===== src/rtl/sub_16bit_signed.sv =====
// rtl/sub_16bit_signed.sv - 16-bit signed subtractor with registered copy, capture strobe and sticky overflow
module sub_16bit_signed (
    input  logic        clk,
    input  logic        rst_n,
    input  logic [15:0] A,
    input  logic [15:0] B,
    input  logic        in_valid,
    input  logic        clr_sticky,
    output logic [15:0] result,
    output logic        overflow,
    output logic [15:0] result_q,
    output logic        overflow_q,
    output logic        out_valid,
    output logic        ovf_sticky
);

    logic [15:0] w_b_inv;
    logic [15:0] w_sum;
    logic        w_nb_msb;
    logic        w_ovf;

    logic [15:0] r_result_q;
    logic        r_overflow_q;
    logic        r_out_valid;
    logic        r_ovf_sticky;

    assign w_b_inv = ~B;

    // Ripple-carry adder computing A + ~B + 1 within 16 bits; the final carry is dropped
    always_comb begin
        logic v_c;
        w_sum = 16'd0;
        v_c   = 1'b1;
        for (int i = 0; i < 16; i++) begin
            w_sum[i] = A[i] ^ w_b_inv[i] ^ v_c;
            v_c      = (A[i] & w_b_inv[i]) | (v_c & (A[i] ^ w_b_inv[i]));
        end
    end

    // Sign bit of the truncated negation ~B + 1: the +1 only ripples into bit 15
    // when B[14:0] is all zero, so B = -32768 negates to itself (sign still set)
    assign w_nb_msb = w_b_inv[15] ^ (B[14:0] == 15'd0);

    // Overflow judged against the truncated negation, not the true negation of B
    assign w_ovf = (A[15] == w_nb_msb) && (w_sum[15] != A[15]);

    assign result   = w_sum;
    assign overflow = w_ovf;

    // Capture the difference and its flag when in_valid is high; strobe out_valid for one cycle
    always_ff @(posedge clk or negedge rst_n) begin
        if (!rst_n) begin
            r_result_q   <= 16'd0;
            r_overflow_q <= 1'b0;
            r_out_valid  <= 1'b0;
        end else begin
            r_out_valid <= in_valid;
            if (in_valid) begin
                r_result_q   <= w_sum;
                r_overflow_q <= w_ovf;
            end
        end
    end

    // Accumulate captured overflows until cleared; clear takes priority over a same-cycle set
    always_ff @(posedge clk or negedge rst_n) begin
        if (!rst_n) begin
            r_ovf_sticky <= 1'b0;
        end else if (clr_sticky) begin
            r_ovf_sticky <= 1'b0;
        end else begin
            r_ovf_sticky <= r_ovf_sticky | (in_valid & w_ovf);
        end
    end

    assign result_q   = r_result_q;
    assign overflow_q = r_overflow_q;
    assign out_valid  = r_out_valid;
    assign ovf_sticky = r_ovf_sticky;

endmodule


===== config.mk =====
export PLATFORM = sky130hd
export DESIGN_NAME = sub_16bit_signed
export DESIGN_NICKNAME = d
export VERILOG_FILES = /design/src/rtl/sub_16bit_signed.sv
export SDC_FILE = /design/constraint.sdc
export NUM_CORES = 1
export LEC_CHECK = 0
export ABC_AREA = 1
export CORE_MARGIN = 2
export CORE_UTILIZATION = 37
export CTS_CLUSTER_DIAMETER = 200
export DETAILED_ROUTE_END_ITERATION = 8
export PLACE_DENSITY = 0.85
export REMOVE_ABC_BUFFERS = 1
export SLEW_MARGIN = 20
export SYNTH_ARGS = -nofsm -noshare
export SYNTH_HDL_FRONTEND = slang
export SYNTH_SLANG_ARGS = --single-unit
export TNS_END_PERCENT = 5

===== constraint.sdc =====
create_clock -name clk -period 9.6 [get_ports clk]
set_input_delay 1.44 -clock clk [delete_from_list [all_inputs] [get_ports clk]]
set_output_delay 1.44 -clock clk [all_outputs]
set_load 0.05 [all_outputs]

# --- After elaboration in Yosys (flattened, before gate mapping) ---
# Index checks and enable logic that the tools add are counted.
totals:
  out_inout_bits: 36
  in_bits: 36
  elab_cells: 89
  reg_bits: 19
classes:
  eq_ne: 2
  n_mux: 1
  bitwise_logic: 80
  reduce_logical: 2
op_table:
  columns: ["cell", "n"]
  rows:
  - ["1-bit bitwise XOR", 32]
  - ["1-bit bitwise AND", 30]
  - ["16-bit inverter", 1]
  - ["1-bit bitwise OR", 16]
  - ["15-bit zero test", 1]
  - ["1-bit equality test", 1]
  - ["1-bit logical AND", 1]
  - ["1-bit 2-to-1 mux", 1]
  - ["1-bit inequality test", 1]
  - ["1-bit inverter", 1]

# --- Depth between registers and ports, before layout ---
depth:
  depth_word: 37
  ltp_mapped: 21
  depth_no_buf: 21

# --- Worst setup path after synthesis ---
# No wires, ideal clock.
synth_timing:
  path_type: "input -> output"
  start: "in A[0]"
  end: "out overflow"
  stages: 19
  required_time_ps: 8160
  n_path_buf: 0
  t_arrival_ps: 7687
  setup_slack_ps: 473
  path_cell_list: "inv_1 -> ha_1 -> fa_1 -> fa_1 -> fa_1 -> fa_1 -> fa_1 -> fa_1 -> fa_1 -> fa_1 -> fa_1 -> fa_1 -> fa_1 -> fa_1 -> fa_1 -> inv_1 -> fa_1 -> xor2_1 -> a21oi_1"
synth_between:
  elab_chain_len: 33
  elab_cells_between_ends: 34
  classes_between: "eq/ne: 1; bitwise: 32; reduce/logical: 1"
synth_lines:
  columns: ["item", "line_no", "rtl"]
  rows:
  - ["start: declaration", "5", "input logic [15:0] A,"]
  - ["1-bit bitwise AND or 1-bit bitwise XOR (tied branches)", "36", "v_c = (A[i] & w_b_inv[i]) | (v_c & (A[i] ^ w_b_inv[i]));"]
  - ["1-bit bitwise OR *", "36", null]
  - ["1-bit bitwise AND *", "36", null]
  - ["1-bit bitwise OR *", "36", null]
  - ["1-bit bitwise AND *", "36", null]
  - ["1-bit bitwise OR *", "36", null]
  - ["1-bit bitwise AND *", "36", null]
  - ["1-bit bitwise OR *", "36", null]
  - ["[... 17 more ...]", null, null]
  - ["1-bit bitwise OR *", "36", null]
  - ["1-bit bitwise AND *", "36", null]
  - ["1-bit bitwise OR *", "36", null]
  - ["1-bit bitwise AND *", "36", null]
  - ["1-bit bitwise OR *", "36", null]
  - ["1-bit bitwise XOR *", "35", "w_sum[i] = A[i] ^ w_b_inv[i] ^ v_c;"]
  - ["1-bit inequality test *", "45", "assign w_ovf = (A[15] == w_nb_msb) && (w_sum[15] != A[15]);"]
  - ["1-bit logical AND *", "45", null]
  - ["end: declaration", "10", "output logic overflow,"]
# Every way passes the cells marked *; elsewhere a longest branch is shown, timed or not.

# --- Worst setup path in the final report ---
# Ends and elaborated chain as after synthesis.

==> qor.txt <==
Mux contribution to synthesized area -> 0
Vias in the first global route -> 1100
DIE AREA -> 0.00374 mm2
Clk Latency, worst-skew pair -> 290 ps
Pin count of the biggest net entering global routing -> 32
Skew final -> 0 ps
Post-route clock period utilization -> 0.975
Core area -> 0.00308 mm2
Post-Route Utilization -> 0.664
Adder-cell share of the synthesized area -> 0.242
CTS tree -> yes
Reg power frac -> 0.278
Port buffer count -> 71
Drt drc -> 0
Status -> complete, no violations
Diodes inserted -> 0
Crit-path max FO -> 2
Hold Slack -> 486 ps
Sw power -> 0.170 mW
Final #Nets -> 259
Max_slew headroom -> 0.399
Total CTS buffers -> 3
Reg2reg start -> result_q[13]$_DFFE_PN0P_
Maximum clock insertion buffer count -> 2
Max Clock Freq -> 0.107 GHz
1st-iter DRT viols -> 44
#FFs+latches synth -> 19
Total gr overflow -> 0
DR WL/cell -> 12.2 um
First-pass GRT wire length -> 5070 um
Most frequent cells in the layout -> clkdlybuf4s50_1 (66), inv_1 (35), nand2_1 (30), dfrtp_1 (19), o21ai_0 (14)
Total power -> 0.357 mW
Total clock sinks -> 19
Vias -> 1087
Synth Area in Simple Gates -> 0.156
Hold Crit Class -> flip-flop to flip-flop
Period minus WS final -> 9360 ps
Die X -> 61.2 um
Post-Synth XOR/XNOR Area -> 0.0145
Setup WS pre-CTS -> 69.5 ps
Initial antenna violation count -> 0
Root Driver -> clkbuf_4
RD Place Congestion -> 0.788
Layout cells sized above 1 -> 0.111
Worst endpoint data arrival time -> 7920 ps
Complex-gate fraction of the synthesized area -> 0.0694
Post-DP HPWL -> 2550 um
Commonest non-fill, non-tap cell in the layout -> clkdlybuf4s50_1
Power per cell area -> 175 mW/mm2
Layout area overhead -> 69.0%
Reg area -> 475 um2
Tot GR Track Use -> 0.187
Synth cell types -> 18
Max Slew Vio Count -> 0
Comb pwr share -> 0.604
Footprint of the multi-input gates -> 612 um2
Critical path required time -> 8160 ps
Setup CP Type -> input pin to output port
Startpoint Class -> input pin
I/O pin total -> 72
RSZ-0062 raised after global routing -> no
Die H -> 61.2 um
Hold_sp -> result_q[15]$_DFFE_PN0P_
Seq/Total Area, Yosys -> 0.393
Drt pass-1 iters -> 4
Crit end category -> output port
ANT nets after route -> 0
Max Cap Viol -> 0
# rows -> 20
Ys Warns -> 0
Vias per cell -> 4.33
Avg Inst Size Synth -> 8.95 um2
Worst Tran Pin Value -> 898 ps
Starting density of the core -> 0.393
Internal power contribution -> 0.187 mW
H-tree depth -> 1
Fillers -> 274
Final Hold Viols -> 0
Clock power frac -> 0.118
Synthesized area -> 0.00121 mm2
Worst vdd ir -> 0.0000653 V
Synthesized instance count -> 135
Setup_tns -> 0 ps
Switching Fraction -> 0.476
Clock slew at reported path FFs -> 100 ps
Leakage -> 0.960 nW
Worst setup startpoint -> A[0]
Final setup violation count -> 0
Final WS setup -> 240 ps
Final wirelength -> 3070 um
Combinational family with the most area after synthesis -> adder cells
stage by stage:
step           instance area, um2  instances
5_1_grt                      2040        251
4_1_cts                      2010        251
6_report                     2040        251
2_1_floorplan                1200        132
3_3_place_gp                 1990        247
3_5_place_dp                 1990        247
critical path: stages:
cell and delay, ps:
clkdlybuf4s50_1 460, inv_1 40, ha_1 220, fa_2 360, fa_1 390, fa_1 400, fa_1 390, fa_1 390
fa_2 370, fa_2 360, fa_1 380, fa_1 390, fa_1 400, fa_1 400, fa_1 390, fa_1 360
inv_1 80, fa_2 260, xor2_2 100, a21oi_2 180, buf_12 160
power groups by stage:
stage	combinational, mW	sequential, mW	clock (mW)
4_1_cts	0.216	0.0994	0.0438
6_report	0.216	0.0993	0.0421
3_3_place_gp	0.212	0.101	0
5_1_grt	0.229	0.101	0.0459
3_5_place_dp	0.215	0.101	0
2_1_floorplan	0.0831	0.148	0
path summary, 6_finish.rpt:
| path | end | slack, ps | cells after the start |
|---|---|---|---|
| min in group asynchronous | result_q[2]$_DFFE_PN0P_ | 1630 | 1 |
| worst min-delay path | result_q[15]$_DFFE_PN0P_ | 490 | 2 |
| max in group asynchronous | result_q[6]$_DFFE_PN0P_ | 7410 | 1 |
| worst max register to register | result_q[13]$_DFFE_PN0P_ | 8900 | 2 |
| worst min register to register | result_q[15]$_DFFE_PN0P_ | 490 | 2 |
| worst max-delay path | overflow | 240 | 21 |
routing by layer:
metal / vias up / share of wire / global-route usage
met5: - / 0 / 0
li1: 533 / - / -
met1: 513 / 0.42 / 0.252
met4: 0 / 0.013 / 0.0745
met2: 37 / 0.52 / 0.310
met3: 4 / 0.051 / 0.0210
synth_stat cells:
| library cell | instances | area, um2 |
|---|---|---|
| inv_1 | 35 | 131 |
| nand2_1 | 30 | 113 |
| dfrtp_1 | 19 | 475 |
| fa_1 | 14 | 280 |
| o21ai_0 | 14 | 70.1 |
| nor2_1 | 7 | 26.3 |
| clkbuf_1 | 3 | 11.3 |
| nand2_2 | 2 | 12.5 |
| nand3_2 | 2 | 20.0 |
| a21oi_1 | 1 | 5.00 |
| a21oi_2 | 1 | 8.76 |
| clkinv_1 | 1 | 3.75 |
| ha_1 | 1 | 12.5 |
| inv_2 | 1 | 3.75 |
| nor2_2 | 1 | 6.26 |
| nor2_4 | 1 | 11.3 |
| xnor2_1 | 1 | 8.76 |
| xor2_1 | 1 | 8.76 |
state kept, by name (all words and copies together), names as in the netlist:
name and flops:
overflow_q 1, result_q 16, ovf_sticky 1, out_valid 1
repair_timing:
action / in CTS / in global routing
setup buffers: 0 / 0
endpoints found under the setup margin: 0 / 3
hold buffers: 0 / 0
gates resized for setup: 0 / 7
endpoints found under the hold margin: 0 / 0
layout make-up:
| cell class | instances | area share |
|---|---|---|
| Multi-Input combinational cell | 76 | 0.299 |
| Inverter | 37 | 0.0680 |
| Sequential cell | 19 | 0.233 |
| Tap cell | 44 | 0.0269 |
| Timing Repair Buffer | 71 | 0.360 |
| Clock buffer | 4 | 0.0129 |
cells by family (layout without fill, tap and decap cells):
| kind of cell | Yosys count | in the layout |
|---|---|---|
| flip-flops | 19 | 19 |
| AO/OA/AOI/OAI | 16 | 16 |
| buffers and inverters | 40 | 112 |
| adder cells (fa/ha/maj) | 15 | 15 |
| AND/OR/NAND/NOR | 43 | 43 |
| XOR/XNOR | 2 | 2 |
Power figures use the tool's default switching activity.
